### src/rtl/lc3_fetch_ctrl.sv
// lc3_fetch_ctrl: instruction fetch sequencer for the LC-3 datapath.
// Issues one memory read at a time from the current PC, captures the returned
// word into the instruction register, requests the PC increment, and holds
// the instruction until decode accepts it. A redirect (flush) discards the
// in-flight or held instruction; a read stalled for TIMEOUT cycles is
// abandoned and latches a sticky fault that blocks further fetches until reset.
//
// Ports:
//   clk, rst_n     clock, asynchronous active-low reset
//   pc             current program counter from the PC register stage
//   run            permits starting new fetches
//   flush          redirect: cancel / discard in-flight or held instruction
//   mem_rdata      memory read data, valid with mem_ready
//   mem_ready      memory read completion
//   ir_ready       decode accepts the held instruction
//   mem_addr       fetch address
//   mem_rd         read strobe
//   ld_pc_inc      one-cycle PC increment request (ld_pc=1, pc_sel=2'b00)
//   ir, ir_pc      fetched instruction and the address it came from
//   ir_valid       ir holds an instruction not yet accepted by decode
//   mem_timeout    sticky read-timeout fault
module lc3_fetch_ctrl #(
  parameter int unsigned TIMEOUT = 15
) (
  input  logic        clk,
  input  logic        rst_n,
  input  logic [15:0] pc,
  input  logic        run,
  input  logic        flush,
  input  logic [15:0] mem_rdata,
  input  logic        mem_ready,
  input  logic        ir_ready,
  output logic [15:0] mem_addr,
  output logic        mem_rd,
  output logic        ld_pc_inc,
  output logic [15:0] ir,
  output logic [15:0] ir_pc,
  output logic        ir_valid,
  output logic        mem_timeout
);

  localparam int unsigned AW = 16;
  localparam int unsigned CW = 4;
  localparam logic [CW-1:0] WAIT_LAST = CW'(TIMEOUT - 1);
  localparam logic [CW-1:0] WAIT_MAX  = '1;

  typedef enum logic [1:0] {
    IDLE = 2'd0,
    REQ  = 2'd1,
    HOLD = 2'd2
  } state_t;

  state_t          state_q, state_d;
  logic [AW-1:0]   addr_q, addr_d;
  logic [AW-1:0]   ir_q, ir_d;
  logic [AW-1:0]   ir_pc_q, ir_pc_d;
  logic            ir_valid_q, ir_valid_d;
  logic            timeout_q, timeout_d;
  logic            discard_q, discard_d;
  logic [CW-1:0]   wait_cnt_q, wait_cnt_d;
  logic            start;

  // State and datapath registers
  always_ff @(posedge clk or negedge rst_n) begin
    if (!rst_n) begin
      state_q    <= IDLE;
      addr_q     <= '0;
      ir_q       <= '0;
      ir_pc_q    <= '0;
      ir_valid_q <= 1'b0;
      timeout_q  <= 1'b0;
      discard_q  <= 1'b0;
      wait_cnt_q <= '0;
    end else begin
      state_q    <= state_d;
      addr_q     <= addr_d;
      ir_q       <= ir_d;
      ir_pc_q    <= ir_pc_d;
      ir_valid_q <= ir_valid_d;
      timeout_q  <= timeout_d;
      discard_q  <= discard_d;
      wait_cnt_q <= wait_cnt_d;
    end
  end

  // Next-state, datapath updates and strobes
  always_comb begin
    state_d    = state_q;
    addr_d     = addr_q;
    ir_d       = ir_q;
    ir_pc_d    = ir_pc_q;
    ir_valid_d = ir_valid_q;
    timeout_d  = timeout_q;
    discard_d  = discard_q;
    wait_cnt_d = wait_cnt_q;
    mem_rd     = 1'b0;
    ld_pc_inc  = 1'b0;
    start      = 1'b0;

    case (state_q)
      IDLE: begin
        if (run && !flush && !timeout_q) start = 1'b1;
      end

      REQ: begin
        mem_rd = 1'b1;
        if (mem_ready) begin
          // A flush seen at any point of the read turns its data into a discard
          if (!flush && !discard_q) begin
            ld_pc_inc  = 1'b1;
            ir_d       = mem_rdata;
            ir_pc_d    = addr_q;
            ir_valid_d = 1'b1;
            state_d    = HOLD;
          end else begin
            state_d = IDLE;
          end
        end else if (wait_cnt_q == WAIT_LAST) begin
          timeout_d = 1'b1;
          state_d   = IDLE;
        end else begin
          // The read stays outstanding through a flush; only its data is dropped
          wait_cnt_d = (wait_cnt_q == WAIT_MAX) ? WAIT_MAX : wait_cnt_q + CW'(1);
          if (flush) discard_d = 1'b1;
        end
      end

      HOLD: begin
        if (flush) begin
          ir_valid_d = 1'b0;
          state_d    = IDLE;
        end else if (ir_ready) begin
          ir_valid_d = 1'b0;
          // pc was incremented at completion, so this chains to the next word
          if (run) start = 1'b1;
          else     state_d = IDLE;
        end
      end

      default: state_d = IDLE;
    endcase

    if (start) begin
      state_d    = REQ;
      addr_d     = pc;
      wait_cnt_d = '0;
      discard_d  = 1'b0;
    end
  end

  assign mem_addr    = addr_q;
  assign ir          = ir_q;
  assign ir_pc       = ir_pc_q;
  assign ir_valid    = ir_valid_q;
  assign mem_timeout = timeout_q;

endmodule

### config.mk
export PLATFORM = sky130hd
export DESIGN_NAME = lc3_fetch_ctrl
export DESIGN_NICKNAME = d
export VERILOG_FILES = /design/src/rtl/lc3_fetch_ctrl.sv
export SDC_FILE = /design/constraint.sdc
export NUM_CORES = 1
export LEC_CHECK = 0
export CORE_MARGIN = 8
export CORE_UTILIZATION = 47
export CTS_CLUSTER_SIZE = 12
export DETAILED_ROUTE_END_ITERATION = 6
export GPL_TIMING_DRIVEN = 0
export PLACE_DENSITY = 0.85
export REMOVE_ABC_BUFFERS = 1
export SLEW_MARGIN = 10
export SYNTH_ARGS = -nofsm -noshare
export SYNTH_HDL_FRONTEND = slang
export SYNTH_SLANG_ARGS = --single-unit
export TNS_END_PERCENT = 50
### constraint.sdc
create_clock -name clk -period 4.3 [get_ports clk]
set_input_delay 0.645 -clock clk [delete_from_list [all_inputs] [get_ports clk]]
set_output_delay 0.645 -clock clk [all_outputs]
set_load 0.05 [all_outputs]
==> Word-level counts from Yosys, hierarchy flattened <==
Index checks and enable logic that the tools add are counted.
{ "classes": {"add_sub_neg": 1, "eq_ne": 13, "muxes": 32, "bitwise": 1, "n_reduce_logical": 16} }
{ "ops": {"columns": ["op", "count"], "rows": [
  ["$mux 4", 5],
  ["$mux 1", 17],
  ["$mux 2", 7],
  ["$ne 4x4->1 const B", 3],
  ["$reduce_and 4->1", 3],
  ["$reduce_and 3->1", 3],
  ["$eq 4x4->1 const B", 2],
  ["$ne 2x2->1 const B", 4],
  ["$pmux 2 s3", 1],
  ["$reduce_bool 2->1", 3],
  ["$add 4x1->4 const B", 1],
  ["$pmux 1 s2", 2],
  ["$logic_and 1x1->1", 3],
  ["$logic_not 1->1", 3],
  ["$ne 3x3->1 const B", 1],
  ["$eq 2x1->1 const B", 1],
  ["$eq 2x2->1 const B", 1],
  ["$logic_not 2->1", 1],
  ["$ne 2x1->1 const B", 1],
  ["$not 1->1", 1]
]} }
{ "totals": {"reg_bits": 57, "inputBits": 38, "out_inout_bits": 52, "wordCells": 71} }

==> Longest topological paths before layout <==
{ "depth": {"word_depth": 7, "mapped_depth": 5, "mapped_depth_nobuf": 5} }

==> Worst setup path before layout <==
Ideal clock, no wire load.
{ "synth_timing": {"kind": "register to output", "start": "register state_q[1]", "end": "output ld_pc_inc", "t_arrival_ns": 1.460, "required_ns": 3.655, "slack_ns": 2.195, "stages_incl_launch_ff": 5, "path_buffers": 2, "path_cell_list": "dfrtp_1 nor2b_2 and3_1 buf_6 buf_12"} }
{ "synth_via": {"elab_chain_cells": 2} }
{ "synth_lines": {"columns": ["item", "line_no", "text"], "rows": [
  ["start: declaration", "53", "state_t state_q, state_d;"],
  ["start signal: assignment", "75", "state_q <= state_d;"],
  ["$eq 2x1->1", "100", "case (state_q)"],
  ["$mux 1", "100", null],
  ["end: declaration", "35", "output logic ld_pc_inc,"]
]} }
Every way passes these cells.

==> Final worst setup path <==
{ "layout_timing": {"start": "input flush", "end": "output ld_pc_inc"} }
{ "layout_via": {"elab_chain_cells": 5} }
{ "layout_lines": {"columns": ["item", "line_no", "text"], "rows": [
  ["start: declaration", "29", "input logic flush,"],
  ["$logic_not 1->1", "109", "if (!flush && !discard_q) begin"],
  ["$logic_and 1x1->1", "109", null],
  ["$mux 1", "109", null],
  ["$mux 1", "107", "if (mem_ready) begin"],
  ["$mux 1", "100", null]
]} }
Every way passes these cells.

==> tab_implementation.tex <==
\begin{tabular}{lr}
\hline
Metric & Value \\
\hline
\multicolumn{2}{l}{\textbf{Run status}} \\
Run status & finished clean \\
\multicolumn{2}{l}{\textbf{Critical path}} \\
Endpoint class of the critical path & output port \\
Critical setup path kind & in -> out \\
Buf/Inv on CP & 3 \\
Startpoint class of the critical path & primary input \\
Data required time of the critical path & 3.65 ns \\
Cell class contributing the biggest share of worst-path delay & buffers and inverters \\
Arrival @ worst endpoint & 2.87 ns \\
Critical path's slowest cell & sky130\_fd\_sc\_hd\_\_clkdlybuf4s50\_1 \\
Most frequent CP cell & sky130\_fd\_sc\_hd\_\_clkdlybuf4s50\_1 \\
Worst-path fanout max & 20 \\
Length in cells of the worst reg-to-reg path & 4 \\
Worst setup slack for register-to-register paths & 2.44 ns \\
Reg-to-Reg End & ir\_pc[0] \\
Launch point of the worst reg-to-reg path & state\_q[1] \\
CP max stage delay & 0.83 ns \\
Cell-by-cell trace of the critical path & clkdlybuf4s50\_1, nor2\_1, and3\_2, buf\_12, clkdlybuf4s50\_1 \\
\multicolumn{2}{l}{\textbf{STA}} \\
Tightest Pin Transition & 0.7655 ns \\
Clock tree skew after final layout & 0.01155 ns \\
Setup slack after layout & 0.7839 ns \\
Final period util & 81.77\% \\
Relative slew margins & 48.97\% \\
Final count of hold timing violations & 0 \\
Number of pins exceeding their max-slew limit in the final report & 0 \\
Shortest clock period the worst path allows after layout & 3.516 ns \\
Max frequency & 284.4 MHz \\
Setup repair after global routing missed its margin & no \\
Number of failing setup endpoints in the final timing report & 0 \\
\multicolumn{2}{l}{\textbf{Global route}} \\
GRT Total Usage & 15.84\% \\
Maximum number of pins on one net before global-route repair & 58 \\
Via count of the first global-routing pass & 1815 \\
First-pass GRT wire length & 9094 microns \\
Antenna violations before repair & 0 \\
Overflow after GRT & 0 \\
\multicolumn{2}{l}{\textbf{Placement}} \\
Final HPWL from detailed placement & 4052 microns \\
Routability congestion estimate & 0.7322 \\
DP Worst Slack & 0.7658 ns \\
Count of buffers inserted at the top-level ports & 89 \\
Cell area after placement & 3318 sq um \\
\multicolumn{2}{l}{\textbf{Yosys}} \\
Number of distinct library cell variants in the gate-level netlist after synthesis & 30 \\
Largest area contributor in the netlist & sky130\_fd\_sc\_hd\_\_dfrtp\_1 \\
Most area-consuming cells after synthesis & sky130\_fd\_sc\_hd\_\_dfrtp\_1 59\%, sky130\_fd\_sc\_hd\_\_mux2\_4 17\%, sky130\_fd\_sc\_hd\_\_mux2\_2 9.8\% \\
Mapped Avg Cell Area & 16.43 sq um \\
Post-synth top area share & 59.07\% \\
Syn. warnings & 0 \\
Number of synthesized register bits & 57 \\
Synth Instances & 147 \\
Summed instance area of the synthesized netlist & 2415 sq um \\
Portion of the post-synthesis area used by sequential elements & 59.07\% \\
\multicolumn{2}{l}{\textbf{Drt}} \\
Routed via count divided by cell count & 4.909 \\
First-pass DRT Iterations & 2 \\
Average wire length per cell after detail routing & 17.63 microns \\
Number of design rule violations left after detail routing & 0 \\
Wire length after detailed routing & 5588 microns \\
ANT nets after route & 0 \\
Vias & 1556 \\
Initial drt markers & 55 \\
\multicolumn{2}{l}{\textbf{CTS}} \\
Largest buffer count on any clock path & 2 \\
Number of sinks handled by clock tree synthesis & 57 \\
H-tree depth reported by CTS & 3 \\
Number of post-CTS setup repair buffers & 0 \\
CTS Buf Count & 9 \\
Clock latency of the later-clocked register in the worst-skew pair & 0.33 ns \\
CTS hold repair buffers & 0 \\
CTS tree & built \\
Cells resized by post-CTS repair & 0 \\
Root Buffer Master & sky130\_fd\_sc\_hd\_\_clkbuf\_8 \\
Clock slew at reported path FFs & 0.07 ns \\
\multicolumn{2}{l}{\textbf{Finish}} \\
Antenna Cells & 0 \\
Share of the core filled with cells in the final layout & 70.35\% \\
Net count reported at finish & 282 \\
Layout-stage area growth over the synthesis result & 46.89\% \\
Most frequent standard cell in the layout excluding fill and tap cells & sky130\_fd\_sc\_hd\_\_clkdlybuf4s50\_1 \\
Layout cells sized above 1 & 28.74\% \\
Commonest cells after routing, fill and taps aside & 88 x sky130\_fd\_sc\_hd\_\_clkdlybuf4s50\_1, 57 x sky130\_fd\_sc\_hd\_\_dfrtp\_1, 27 x sky130\_fd\_sc\_hd\_\_mux2\_4, 21 x sky130\_fd\_sc\_hd\_\_mux2\_2, 11 x sky130\_fd\_sc\_hd\_\_clkbuf\_8 \\
Final cell area excluding filler cells & 3547 sq um \\
\multicolumn{2}{l}{\textbf{Floorplanning}} \\
Die area & 7688 sq um \\
Boundary pin count & 90 \\
Initial cell density of the core & 47.89\% \\
Die height & 87.68 microns \\
Floorplan Core Area & 5042 sq um \\
Cell row count & 26 \\
Die width & 87.68 microns \\
\multicolumn{2}{l}{\textbf{Flow run}} \\
Number of max-cap violations & 0 \\
\multicolumn{2}{l}{\textbf{Min path}} \\
Class of the most critical hold timing path & in -> async \\
\multicolumn{2}{l}{\textbf{Power and ir drop}} \\
LEAKAGE & 0.001549 uW \\
Maximum vdd drop & 0.5689 mV \\
PD cells & 828.3 nW/um\^{}2 \\
Overall Power & 2938 uW \\
\hline
\end{tabular}
[per-stage QoR]
step           TNS, ns  hold WS, ns  instances
2_1_floorplan        0       0.3494        141
3_3_place_gp   -0.3153       0.4608        300
3_5_place_dp         0       0.4784        301
4_1_cts              0       0.3839        317
5_1_grt              0       0.4150        317
6_report             0       0.3533        317
[worst max-delay path by stage]
stage                from         to  slack (ns)  depth (start not counted)
3_5_place_dp        flush  ld_pc_inc        0.77                          5
2_1_floorplan  state_q[1]  ld_pc_inc        1.11                          2
5_1_grt             flush  ld_pc_inc        0.71                          5
4_1_cts             flush  ld_pc_inc        0.76                          5
6_report            flush  ld_pc_inc        0.78                          5
3_3_place_gp        flush  ld_pc_inc       -0.32                          4
[where the power goes]
part / leakage, uW / switching, uW / internal [uW]
Combinational: 0.000743 / 910 / 588
Sequential: 0.000690 / 131 / 744
Clock: 0.000115 / 209 / 356
[logic make-up (layout without fill, tap and decap cells)]
kind of cell	count (synthesis)	in the layout	synth area share [%]
DFF	57	57	59.07
muxes	48	48	26.58
and+or+nand+nor	20	20	5.286
AOI/OAI and AO/OA	13	13	3.990
buffers and inverters	7	107	4.041
adders and majority gates	2	2	1.036
[final cells by class]
class | count | area, sq um
clock buffers | 11 | 151.4
clock inverters | 5 | 77.57
fillers | 349 | 1495
inverters | 1 | 3.754
multi-input cells | 83 | 892.1
flip-flops and latches | 57 | 1426
well taps | 70 | 87.58
repair buffers | 90 | 908.4
[registers in the layout (all words and copies together) (netlist names)]
name / cells
ir_pc: 16
mem_timeout: 1
discard_q: 1
wait_cnt_q: 4
ir: 16
state_q: 2
mem_addr: 16
ir_valid: 1
[cell usage after synthesis, drive strengths merged]
cell / n
a21o: 1
a21oi: 3
a311oi: 2
a31oi: 1
a41o: 1
and2: 2
and3: 3
and4b: 1
buf: 6
dfrtp: 57
ha: 2
inv: 1
mux2: 48
nand2b: 1
nand3: 2
nand4: 1
nor2: 4
nor2b: 2
nor3: 1
nor3b: 2
o211a: 2
o211ai: 1
o21a: 1
o21ai: 1
or2: 1
[routing by layer]
layer	part of all wire [%]	global-route usage (%)
met2	46	23.55
met5	0	0
met1	39	17.07
met4	1.2	6.094
met3	14	11.35
Note: power is estimated with default switching activity, not from simulation.
